File: src/rtl/mem_port_arbiter_pkg.sv
// Shared core package for the fetch/data memory port arbiter:
// FSM state type, starvation limit and the registered bus payload.
package mem_port_arbiter_pkg;

  localparam int unsigned ADDR_W   = 32;
  localparam int unsigned DATA_W   = 32;
  localparam int unsigned WSEL_W   = 4;
  localparam int unsigned STARVE_W = 2;

  localparam int unsigned MEM_ARB_STARVE_LIMIT = 2;

  typedef enum logic [1:0] {
    IDLE      = 2'd0,
    IF_BUSY   = 2'd1,
    DM_BUSY   = 2'd2,
    DM_LOCKED = 2'd3
  } mem_arb_state_t;

  typedef struct packed {
    logic              we;
    logic [ADDR_W-1:0] addr;
    logic [DATA_W-1:0] wdata;
    logic [WSEL_W-1:0] wsel;
  } bus_xfer_t;

  // Saturating increment for the starvation counter.
  function automatic logic [STARVE_W-1:0] starve_inc(input logic [STARVE_W-1:0] cnt);
    return (cnt == '1) ? cnt : cnt + STARVE_W'(1);
  endfunction

endpackage

File: src/rtl/mem_port_arbiter_if.sv
// Fetch, data and bus handshake signals of the memory port arbiter.
// master is the arbiter's view; slave is the core/memory view.
interface mem_port_arbiter_if;
  import mem_port_arbiter_pkg::*;

  logic              if_req;
  logic [ADDR_W-1:0] if_addr;
  logic              if_valid;
  logic [DATA_W-1:0] if_rdata;
  logic              if_stall;

  logic              dm_req;
  logic              dm_we;
  logic [ADDR_W-1:0] dm_addr;
  logic [DATA_W-1:0] dm_wdata;
  logic [WSEL_W-1:0] dm_wsel;
  logic              dm_lock;
  logic              dm_valid;
  logic [DATA_W-1:0] dm_rdata;
  logic              dm_stall;

  logic              bus_req;
  logic              bus_we;
  logic [ADDR_W-1:0] bus_addr;
  logic [DATA_W-1:0] bus_wdata;
  logic [WSEL_W-1:0] bus_wsel;
  logic              bus_ack;
  logic [DATA_W-1:0] bus_rdata;

  modport master (
    input  if_req, if_addr,
    input  dm_req, dm_we, dm_addr, dm_wdata, dm_wsel, dm_lock,
    input  bus_ack, bus_rdata,
    output if_valid, if_rdata, if_stall,
    output dm_valid, dm_rdata, dm_stall,
    output bus_req, bus_we, bus_addr, bus_wdata, bus_wsel
  );

  modport slave (
    output if_req, if_addr,
    output dm_req, dm_we, dm_addr, dm_wdata, dm_wsel, dm_lock,
    output bus_ack, bus_rdata,
    input  if_valid, if_rdata, if_stall,
    input  dm_valid, dm_rdata, dm_stall,
    input  bus_req, bus_we, bus_addr, bus_wdata, bus_wsel
  );

endinterface

File: src/rtl/mem_port_arbiter.sv
// Shares one memory bus between instruction fetch and data accesses, with
// data priority, fetch anti-starvation and bus locking for atomics.
module mem_port_arbiter
  import mem_port_arbiter_pkg::*;
(
  input  logic clk,
  input  logic reset_n,
  mem_port_arbiter_if.master io
);

  mem_arb_state_t      state_q, state_d;
  logic                bus_req_q, bus_req_d;
  bus_xfer_t           xfer_q, xfer_d;
  logic                if_valid_q, if_valid_d;
  logic                dm_valid_q, dm_valid_d;
  logic [DATA_W-1:0]   if_rdata_q, if_rdata_d;
  logic [DATA_W-1:0]   dm_rdata_q, dm_rdata_d;
  logic [STARVE_W-1:0] starve_q, starve_d;
  logic                grant_if, grant_dm;
  logic                ack;

  // An acknowledge only counts while a transfer is actually on the bus.
  assign ack = bus_req_q & io.bus_ack;

  always_comb begin
    state_d    = state_q;
    bus_req_d  = bus_req_q;
    xfer_d     = xfer_q;
    if_valid_d = 1'b0;
    dm_valid_d = 1'b0;
    if_rdata_d = if_rdata_q;
    dm_rdata_d = dm_rdata_q;
    starve_d   = starve_q;
    grant_if   = 1'b0;
    grant_dm   = 1'b0;

    case (state_q)
      IDLE: begin
        if (io.dm_req &&
            !(io.if_req && (starve_q == STARVE_W'(MEM_ARB_STARVE_LIMIT)))) begin
          grant_dm = 1'b1;
        end else if (io.if_req) begin
          grant_if = 1'b1;
        end
      end
      IF_BUSY: begin
        if (ack) begin
          if_valid_d = 1'b1;
          if_rdata_d = io.bus_rdata;
          bus_req_d  = 1'b0;
          state_d    = IDLE;
        end
      end
      DM_BUSY: begin
        if (ack) begin
          dm_valid_d = 1'b1;
          dm_rdata_d = io.bus_rdata;
          bus_req_d  = 1'b0;
          state_d    = io.dm_lock ? DM_LOCKED : IDLE;
        end
      end
      DM_LOCKED: begin
        // Bus stays reserved for the data side until the lock is released.
        if (io.dm_req) begin
          grant_dm = 1'b1;
        end else if (!io.dm_lock) begin
          state_d = IDLE;
        end
      end
      default: state_d = IDLE;
    endcase

    if (grant_dm) begin
      state_d      = DM_BUSY;
      bus_req_d    = 1'b1;
      xfer_d.we    = io.dm_we;
      xfer_d.addr  = io.dm_addr;
      xfer_d.wdata = io.dm_wdata;
      xfer_d.wsel  = io.dm_wsel;
    end else if (grant_if) begin
      state_d      = IF_BUSY;
      bus_req_d    = 1'b1;
      xfer_d.we    = 1'b0;
      xfer_d.addr  = io.if_addr;
      xfer_d.wdata = '0;
      xfer_d.wsel  = '0;
    end

    if (!io.if_req || grant_if) begin
      starve_d = '0;
    end else if (grant_dm) begin
      starve_d = starve_inc(starve_q);
    end
  end

  always_ff @(posedge clk or negedge reset_n) begin
    if (!reset_n) begin
      state_q    <= IDLE;
      bus_req_q  <= 1'b0;
      xfer_q     <= '0;
      if_valid_q <= 1'b0;
      dm_valid_q <= 1'b0;
      if_rdata_q <= '0;
      dm_rdata_q <= '0;
      starve_q   <= '0;
    end else begin
      state_q    <= state_d;
      bus_req_q  <= bus_req_d;
      xfer_q     <= xfer_d;
      if_valid_q <= if_valid_d;
      dm_valid_q <= dm_valid_d;
      if_rdata_q <= if_rdata_d;
      dm_rdata_q <= dm_rdata_d;
      starve_q   <= starve_d;
    end
  end

  assign io.bus_req   = bus_req_q;
  assign io.bus_we    = xfer_q.we;
  assign io.bus_addr  = xfer_q.addr;
  assign io.bus_wdata = xfer_q.wdata;
  assign io.bus_wsel  = xfer_q.wsel;
  assign io.if_valid  = if_valid_q;
  assign io.if_rdata  = if_rdata_q;
  assign io.dm_valid  = dm_valid_q;
  assign io.dm_rdata  = dm_rdata_q;

  // Stalls are combinational so the pipeline can freeze in the request cycle.
  assign io.if_stall = io.if_req & ~if_valid_q;
  assign io.dm_stall = io.dm_req & ~dm_valid_q;

endmodule

File: src/flat_wrapper.sv
// flat-port wrapper written by rule: the top's interface ports become plain ports
module mem_port_arbiter_flat import mem_port_arbiter_pkg::*;
  (clk, reset_n, io_if_req, io_if_addr, io_dm_req, io_dm_we, io_dm_addr, io_dm_wdata, io_dm_wsel, io_dm_lock, io_bus_ack, io_bus_rdata, io_if_valid, io_if_rdata, io_if_stall, io_dm_valid, io_dm_rdata, io_dm_stall, io_bus_req, io_bus_we, io_bus_addr, io_bus_wdata, io_bus_wsel);
  mem_port_arbiter_if io_i ();
  input  logic clk;
  input  logic reset_n;
  input wire logic [$bits(io_i.if_req)-1:0] io_if_req;
  input wire logic [$bits(io_i.if_addr)-1:0] io_if_addr;
  input wire logic [$bits(io_i.dm_req)-1:0] io_dm_req;
  input wire logic [$bits(io_i.dm_we)-1:0] io_dm_we;
  input wire logic [$bits(io_i.dm_addr)-1:0] io_dm_addr;
  input wire logic [$bits(io_i.dm_wdata)-1:0] io_dm_wdata;
  input wire logic [$bits(io_i.dm_wsel)-1:0] io_dm_wsel;
  input wire logic [$bits(io_i.dm_lock)-1:0] io_dm_lock;
  input wire logic [$bits(io_i.bus_ack)-1:0] io_bus_ack;
  input wire logic [$bits(io_i.bus_rdata)-1:0] io_bus_rdata;
  output wire logic [$bits(io_i.if_valid)-1:0] io_if_valid;
  output wire logic [$bits(io_i.if_rdata)-1:0] io_if_rdata;
  output wire logic [$bits(io_i.if_stall)-1:0] io_if_stall;
  output wire logic [$bits(io_i.dm_valid)-1:0] io_dm_valid;
  output wire logic [$bits(io_i.dm_rdata)-1:0] io_dm_rdata;
  output wire logic [$bits(io_i.dm_stall)-1:0] io_dm_stall;
  output wire logic [$bits(io_i.bus_req)-1:0] io_bus_req;
  output wire logic [$bits(io_i.bus_we)-1:0] io_bus_we;
  output wire logic [$bits(io_i.bus_addr)-1:0] io_bus_addr;
  output wire logic [$bits(io_i.bus_wdata)-1:0] io_bus_wdata;
  output wire logic [$bits(io_i.bus_wsel)-1:0] io_bus_wsel;
  assign io_i.if_req = io_if_req;
  assign io_i.if_addr = io_if_addr;
  assign io_i.dm_req = io_dm_req;
  assign io_i.dm_we = io_dm_we;
  assign io_i.dm_addr = io_dm_addr;
  assign io_i.dm_wdata = io_dm_wdata;
  assign io_i.dm_wsel = io_dm_wsel;
  assign io_i.dm_lock = io_dm_lock;
  assign io_i.bus_ack = io_bus_ack;
  assign io_i.bus_rdata = io_bus_rdata;
  assign io_if_valid = io_i.if_valid;
  assign io_if_rdata = io_i.if_rdata;
  assign io_if_stall = io_i.if_stall;
  assign io_dm_valid = io_i.dm_valid;
  assign io_dm_rdata = io_i.dm_rdata;
  assign io_dm_stall = io_i.dm_stall;
  assign io_bus_req = io_i.bus_req;
  assign io_bus_we = io_i.bus_we;
  assign io_bus_addr = io_i.bus_addr;
  assign io_bus_wdata = io_i.bus_wdata;
  assign io_bus_wsel = io_i.bus_wsel;
  mem_port_arbiter u_core (.clk(clk), .reset_n(reset_n), .io(io_i));
endmodule
File: config.mk
export PLATFORM = sky130hd
export DESIGN_NAME = mem_port_arbiter_flat
export DESIGN_NICKNAME = d
export VERILOG_FILES = /design/src/rtl/mem_port_arbiter_pkg.sv /design/src/rtl/mem_port_arbiter_if.sv /design/src/rtl/mem_port_arbiter.sv /design/src/flat_wrapper.sv
export SDC_FILE = /design/constraint.sdc
export NUM_CORES = 1
export LEC_CHECK = 0
export ABC_CLOCK_PERIOD_IN_PS = 4200
export CORE_MARGIN = 1
export CORE_UTILIZATION = 44
export CTS_CLUSTER_DIAMETER = 60
export DETAILED_ROUTE_END_ITERATION = 16
export PLACE_DENSITY = 0.86
export SETUP_SLACK_MARGIN = 0.5
export SLEW_MARGIN = 30
export SYNTH_ARGS = -nofsm -noshare
export SYNTH_HDL_FRONTEND = slang
export SYNTH_SLANG_ARGS = --single-unit
File: constraint.sdc
create_clock -name clk -period 4.2 [get_ports clk]
set_input_delay 0.84 -clock clk [delete_from_list [all_inputs] [get_ports clk]]
set_output_delay 0.84 -clock clk [all_outputs]
set_load 0.05 [all_outputs]
==> results.txt, run 1 <==
----------------------------------------------------
[Yosys]
  FFs w/ async S/R, synth ... 1.00
  Sequential area share after synthesis ... 0.612
  Proportion of synthesized area in mux cells ... 0.182
  Post-synthesis cell type count ... 26
  Combinational family with the most area after synthesis ... multiplexers
  Area leader, netlist ... sky130_fd_sc_hd__dfrtp_1
  Area share of the largest cell type after synthesis ... 0.612
  Adder-cell share of the synthesized area ... 0.0131
  Syn nets ... about 630
  Most common flop cell mapped by yosys ... sky130_fd_sc_hd__dfrtp_1
  Top cell types by occurrence after synthesis ... 140 x sky130_fd_sc_hd__dfrtp_1, 109 x sky130_fd_sc_hd__nand2_1, 64 x sky130_fd_sc_hd__mux2_2
  Cells after Synth ... roughly 480
  Mean area per synthesized cell ... roughly 12 µm²
  Post-synthesis xor/xnor area fraction ... 0
  Number of warnings printed during yosys synthesis ... 0
  Simple-gate share of the synthesized area ... 0.117
  Mapped Area ... roughly 5700 µm²
  Biggest area contributors in the synthesized netlist ... sky130_fd_sc_hd__dfrtp_1 61%, sky130_fd_sc_hd__mux2_2 13%, sky130_fd_sc_hd__nand2_1 7.1%
  Post-synthesis compound-gate area fraction ... 0.0481
  Post-synthesis register bit count ... 140
  Number of enable flip-flop cells after synthesis ... 0
  Top-count cell post-synth ... sky130_fd_sc_hd__dfrtp_1

[Flow run]
  Count of maximum capacitance violations ... 0

[Die]
  Area of the die ... between 10000 and 15000 µm²
  Row count ... 41
  Die extent in y ... about 120 µm
  Starting Density ... 0.452
  Overall die width ... 116 µm
  Standard cell core area ... 12700 µm²
  Top Ports ... ~280

[Place]
  Final estimated routing congestion in global placement ... roughly 0.74
  Area of placed instances ... about 8600 µm²
  Post-placement cell count ... between 900 and 1000
  Placed wire-length estimate after detailed placement ... 11800 µm
  Number of input and output port buffers inserted ... between 200 and 300

[Finish]
  Final Core Density ... 0.736
  Post-route cell area ... between 9000 and 10000 µm²
  Number of fillers in the final layout ... roughly 840
  Fraction of final layout cells with drive strength greater than 1 ... 0.140
  Number of diodes ... 0
  Layout Nets ... roughly 900
  Multi-input combinational cell area ... 2090 µm²
  Final standard cell count with taps included and fillers excluded ... between 900 and 1000
  Synth-to-layout area growth ... 62.8%
  Reg area ... about 3500 µm²

[STA]
  Post-route clock period utilization ... 0.793
  Setup_tns ... 0 ps
  RSZ-0062 raised after global routing ... no
  Relative slew slack ... 0.445
  Max Clk Rate ... roughly 300 MHz
  Actual transition at the worst max-transition pin ... roughly 830 ps
  Final slew viol count ... 0
  Final hold violation count ... 0
  Final-report setup violation count ... 0
  Worst-case clock skew ... roughly 10 ps
  Hold_ws ... roughly 480 ps
  Clock period minus worst slack ... ~3300 ps

[Min path]
  Classification of the worst-slack hold path ... primary input to asynchronous set/reset pin

[Setup path]
  Standard cell with the maximum stage delay on the critical path ... sky130_fd_sc_hd__clkdlybuf4s50_1
  Critical path data arrival time ... 2490 ps
  Cells traversed along the worst timing path ... clkdlybuf4s50_1, nor2b_1, clkdlybuf4s50_1
  Register-to-register path setup slack ... ~2000 ps
  Crit Path Class ... primary input to output port
  Maximum fanout along the worst path ... 5
  Endpoint type of the worst setup path ... output port
  Most repeated library cell on the critical path ... sky130_fd_sc_hd__clkdlybuf4s50_1
  Worst path max stage delay ... between 800 and 900 ps
  Critical path launch point type ... primary input
  Required time of the critical path ... about 3400 ps

[Clock tree]
  Hold_buf cts ... 0
  Clock-pin slew reported for the worst setup and hold paths after clock tree synthesis ... approximately 60 ps
  Depth of the CTS H-tree ... 4
  Total clock buffers created by CTS ... 17
  Quantity of gates resized following cts ... 0
  CTS tree ... yes
  Post CTS Setup Buffer Count ... 0
  Clock root buffer ... sky130_fd_sc_hd__clkbuf_16
  Maximum root-to-sink buffer count ... 2
  Clk Latency, worst-skew pair ... 420 ps
  Clock net sink count ... 140

[GRT]
  Sum of overflow across all layers after global routing ... 0
  Maximum number of pins on one net before global-route repair ... between 100 and 150
  Wire length of the first global-routing pass ... about 25000 µm
  Via count of the first global-routing pass ... around 5100
  Total GRT Usage ... 0.249
  Initial antenna violation count ... 0

[Detailed routing]
  Total DRC errors in the routed layout ... 0
  Antenna-violating nets left ... 0
  Number of search-and-repair iterations in the first detailed-routing pass ... 4
  Mean number of vias per cell ... 5.03
  Total Wirelength ... approximately 16000 µm
  Via count ... ~4700
  1st-iter DRT viols ... 209
  Routed wirelength normalized by instance count ... 17.4 µm

[Power and ir drop]
  Max VDD drop ... about 0.27 mV
  Power Density ... between 300 and 400 nW/µm²
  Static power due to leakage ... between 4 and 5 nW

[Run status]
  Run status ... complete, no violations

----------------------------------------------------
[final timing paths]
kind                                                     start  cells past startpoint                                   to
min                                                    reset_n                      1   u_core.io.if_rdata[26]$_DFFE_PN0P_
max reg2reg                     u_core.starve_q[0]$_DFFE_PN0P_                      6        u_core.state_q[1]$_DFFE_PN0P_
max                                                  io_if_req                      3                          io_if_stall
min reg2reg                u_core.io.bus_wdata[30]$_DFFE_PN0P_                      2  u_core.io.bus_wdata[30]$_DFFE_PN0P_
min in group clk           u_core.io.bus_wdata[30]$_DFFE_PN0P_                      2  u_core.io.bus_wdata[30]$_DFFE_PN0P_
max in group asynchronous                              reset_n                      2   u_core.io.bus_addr[11]$_DFFE_PN0P_
[cells by family after synthesis]
logic type	count (synthesis)
and+or+nand+nor	159
DFF	140
muxes	96
AOI/OAI and AO/OA	48
buffers and inverters	34
adders and majority gates	6
[layer usage]
metal | up-vias | share of wire | GRT usage
met5 | - | 0 | 0
met4 | 0 | 0.024 | 0.108
li1 | 2194 | - | -
met2 | 219 | 0.49 | 0.427
met1 | 2294 | 0.36 | 0.253
met3 | 28 | 0.12 | 0.132
[registers in the layout, summed over array words and instances, names as in the netlist]
signal and flops:
u_core.io.bus_addr 32, u_core.state_q 2, u_core.io.bus_wsel 4, u_core.io.dm_valid 1, u_core.io.if_valid 1, u_core.io.bus_wdata 32, u_core.starve_q 2, u_core.io.bus_we 1
u_core.io.if_rdata 32, u_core.io.bus_req 1, u_core.io.dm_rdata 32
[final cells by class]
class	count	area share
Multi-Input combinational cell	309	0.225
Clock buffer	19	0.0475
Timing Repair Buffer	284	0.306
Sequential cell	140	0.376
Tap cell	172	0.0231
Clock inverter	13	0.0204
Inverter	5	0.00201
[layout by cell type (no fill, tap or decap), types with 2 or more instances in the layout]
cell,netlist,layout
sky130_fd_sc_hd__clkinv_4,0,2
sky130_fd_sc_hd__inv_6,0,2
sky130_fd_sc_hd__buf_4,3,6
sky130_fd_sc_hd__o21ai_0,35,35
sky130_fd_sc_hd__ha_1,6,6
sky130_fd_sc_hd__inv_1,5,5
sky130_fd_sc_hd__or3_1,2,2
sky130_fd_sc_hd__a21boi_0,3,3
sky130_fd_sc_hd__dfrtp_1,140,140
sky130_fd_sc_hd__nand2_1,109,109
sky130_fd_sc_hd__clkdlybuf4s50_1,0,275
sky130_fd_sc_hd__and2_1,2,2
sky130_fd_sc_hd__clkinvlp_4,0,4
sky130_fd_sc_hd__mux2_2,64,64
sky130_fd_sc_hd__clkbuf_16,0,17
sky130_fd_sc_hd__mux2i_1,32,32
sky130_fd_sc_hd__nand3_1,41,40
sky130_fd_sc_hd__bufinv_16,0,4
sky130_fd_sc_hd__nor2b_1,4,4
[per-stage QoR]
step | power, mW | worst slack [ps]
CTS | 3.14 | 869
detailed placement | 1.55 | 873
global route | 3.21 | 819
global placement | 1.54 | 898
floorplan | 1.38 | 1810
finish | 3.11 | 870
[report_power, final]
group / internal [mW] / leakage (nW) / switching (mW) / total (mW)
Sequential: 1.35 / 1.95 / 0 / 1.35
Combinational: 0.118 / 2.29 / 0.0559 / 0.174
Clock: 1.01 / 0.296 / 0.577 / 1.59
[worst max-delay path, delay by kind of cell]
kind	cells	cell delay, ps
buf+inv	2	1470
simple gates	1	180
(Power assumes the default switching activity.)
==> run 2, diff against run 1 <==
--- a/config.mk
+++ b/config.mk
@@ -5,12 +5,12 @@
 export SDC_FILE = /design/constraint.sdc
 export NUM_CORES = 1
 export LEC_CHECK = 0
-export ABC_CLOCK_PERIOD_IN_PS = 4200
+export ABC_CLOCK_PERIOD_IN_PS = 2700
 export CORE_MARGIN = 1
-export CORE_UTILIZATION = 44
+export CORE_UTILIZATION = 37
 export CTS_CLUSTER_DIAMETER = 60
 export DETAILED_ROUTE_END_ITERATION = 16
-export PLACE_DENSITY = 0.86
+export PLACE_DENSITY = 0.77
 export SETUP_SLACK_MARGIN = 0.5
 export SLEW_MARGIN = 30
 export SYNTH_ARGS = -nofsm -noshare
==> constraint.sdc (replaced) <==
create_clock -name clk -period 2.7 [get_ports clk]
set_input_delay 0.54 -clock clk [delete_from_list [all_inputs] [get_ports clk]]
set_output_delay 0.54 -clock clk [all_outputs]
set_load 0.05 [all_outputs]
==> results.txt, run 2 (synthesis gave the netlist of run 1 again) <==
----------------------------------------------------
[Clock tree]
  Total clock buffers created by CTS ... 17
  Clk Latency, worst-skew pair ... roughly 410 ps
  Clock-pin slew reported for the worst setup and hold paths after clock tree synthesis ... approximately 50 ps
  Hold_buf cts ... 0
  Clock net sink count ... 140
  Depth of the CTS H-tree ... 4
  Maximum root-to-sink buffer count ... 2
  CTS tree ... yes
  Post CTS Setup Buffer Count ... 0
  Clock root buffer ... sky130_fd_sc_hd__clkbuf_16

[Finish]
  Fraction of final layout cells with drive strength greater than 1 ... 0.152
  Post-route cell area ... around 9400 µm²
  Layout Nets ... 907
  Most used cells in the layout excluding fill and tap cells ... 269 x sky130_fd_sc_hd__clkdlybuf4s50_1, 140 x sky130_fd_sc_hd__dfrtp_1, 109 x sky130_fd_sc_hd__nand2_1
  Number of diodes ... 0
  Most common cell after layout, fill and taps aside ... sky130_fd_sc_hd__clkdlybuf4s50_1
  Final Core Density ... 0.622
  Synth-to-layout area growth ... 64.6%
  Number of fillers in the final layout ... 1145

[Setup path]
  Endpoint type of the worst setup path ... output port
  Cells traversed along the worst timing path ... clkdlybuf4s50_1
  Dominant delay contributor by cell family on the critical path ... buffers and inverters
  Worst path max stage delay ... about 840 ps
  Critical path launch point type ... flop
  Standard cell with the maximum stage delay on the critical path ... sky130_fd_sc_hd__clkdlybuf4s50_1
  Crit Path Class ... flop to output port
  Buf/Inv on CP ... 1
  Required time of the critical path ... between 2000 and 2500 ps
  Maximum fanout along the worst path ... 2
  Critical path data arrival time ... about 1600 ps

[Power and ir drop]
  Int Power ... 3.83 mW
  Switching Power ... 955 µW
  Static power due to leakage ... approximately 4.6 nW
  Sequential power share ... 0.438
  Power Density ... about 500 nW/µm²
  Power share of the combinational group ... 0.059
  Overall power after layout ... roughly 4.8 mW
  Share of total power in the clock network ... 0.503
  Switching fraction of total power ... 0.199
  Max VDD drop ... 0.354 mV

[Place]
  Worst slack, placed ... 339 ps
  Area of placed instances ... just under 9000 µm²
  Number of input and output port buffers inserted ... 276
  Placed wire-length estimate after detailed placement ... 11600 µm
  Final estimated routing congestion in global placement ... 0.804

[Die]
  Area of the die ... approximately 16000 µm²
  Starting Density ... 0.378
  Row count ... 45
  Top Ports ... 277
  Standard cell core area ... around 15000 µm²
  Overall die width ... about 130 µm
  Die extent in y ... between 100 and 150 µm

[STA]
  PnR worst setup slack ... between 500 and 600 ps
  Worst-case clock skew ... ~10 ps
  Relative slew slack ... 0.565
  Clock period minus worst slack ... 2150 ps
  Final hold violation count ... 0
  Final-report setup violation count ... 0
  RSZ-0062 raised after global routing ... no
  Actual transition at the worst max-transition pin ... 652 ps
  Final slew viol count ... 0
  Post-route clock period utilization ... 0.798
  Setup_tns ... 0 ps
  Max Clk Rate ... 464 MHz

[GRT]
  Total GRT Usage ... 0.204
  Sum of overflow across all layers after global routing ... 0
  Maximum number of pins on one net before global-route repair ... 81
  Global-route track usage on met3 ... 0.0603
  Most congested layer reported by global routing ... met2
  Met1 track demand over resource ... 0.237
  Met2 layer usage reported by global route ... 0.356
  Via count of the first global-routing pass ... 4980
  Wire length of the first global-routing pass ... between 20000 and 30000 µm
  Initial antenna violation count ... 1

[Flow run]
  Count of maximum capacitance violations ... 0

[Detailed routing]
  Antenna-violating nets left ... 0
  Total Wirelength ... around 16000 µm
  Total DRC errors in the routed layout ... 0
  Mean number of vias per cell ... between 4 and 5
  Number of search-and-repair iterations in the first detailed-routing pass ... 4
  1st-iter DRT viols ... roughly 180
  Via count ... 4661
  Routed wirelength normalized by instance count ... 16.6 µm

[Run status]
  Run status ... complete, no violations

[Min path]
  Classification of the worst-slack hold path ... primary input to asynchronous set/reset pin

----------------------------------------------------
## run 2: changes by cell type in the layout (fill, tap and decap cells not counted), moves of 3 or more
cell,previous run,this run
sky130_fd_sc_hd__buf_12,1,7
sky130_fd_sc_hd__clkdlybuf4s50_1,275,269
sky130_fd_sc_hd__clkbuf_8,1,4
sky130_fd_sc_hd__clkinv_2,1,4
sky130_fd_sc_hd__dlymetal6s2s_1,0,3
## run 2: worst paths after layout
check                                                     from                             endpoint  slack [ps]  depth (start not counted)
min in group clk           u_core.io.bus_wdata[22]$_DFFE_PN0P_  u_core.io.bus_wdata[22]$_DFFE_PN0P_         500                          2
max reg2reg                     u_core.starve_q[0]$_DFFE_PN0P_   u_core.io.bus_addr[23]$_DFFE_PN0P_         760                          7
max                        u_core.io.bus_wdata[16]$_DFFE_PN0P_                     io_bus_wdata[16]         550                          1
min                                                    reset_n    u_core.io.if_rdata[3]$_DFFE_PN0P_         130                          1
max in group asynchronous                              reset_n   u_core.io.if_rdata[25]$_DFFE_PN0P_        1900                          2
min reg2reg                u_core.io.bus_wdata[22]$_DFFE_PN0P_  u_core.io.bus_wdata[22]$_DFFE_PN0P_         500                          2
## run 2: area by class of cell
cell class | instances | area (µm²) | share of cell area
flip-flops and latches | 140 | 3500 | 0.372
repair buffers | 289 | 2950 | 0.313
multi-input cells | 309 | 2100 | 0.222
clock buffers | 21 | 480 | 0.0510
well taps | 188 | 235 | 0.0250
clock inverters | 11 | 140 | 0.0149
inverters | 5 | 18.8 | 0.00199
## run 2: stage by stage
stage                     cells  hold WS (ps)
after CTS                   963           154
final                       963           135
after global placement      931           481
after detailed placement    931           484
after global routing        963           166
after floorplan             483           244
## run 2: repair_timing
item / 4_1_cts / 5_1_grt
endpoints found under the hold margin: 0 / 0
gates resized for setup: 1 / 3
setup endpoints to repair: 1 / 3
## run 2: power by group through the flow
stage | sequential, mW | clock (mW) | combinational (mW)
detailed placement | 2.14 | 0 | 0.283
CTS | 2.10 | 2.45 | 0.286
finish | 2.10 | 2.41 | 0.282
global route | 2.10 | 2.56 | 0.303
floorplan | 2.14 | 0 | 0.0123
global placement | 2.14 | 0 | 0.280
## run 2: layer usage
layer  wire length [µm]  up-vias  part of all wire
met5                 12        -           0.00075
met4                320        2             0.020
met3               1210       23             0.075
met2               8050      186              0.50
met1               6430     2239              0.40
li1                   -     2211                 -
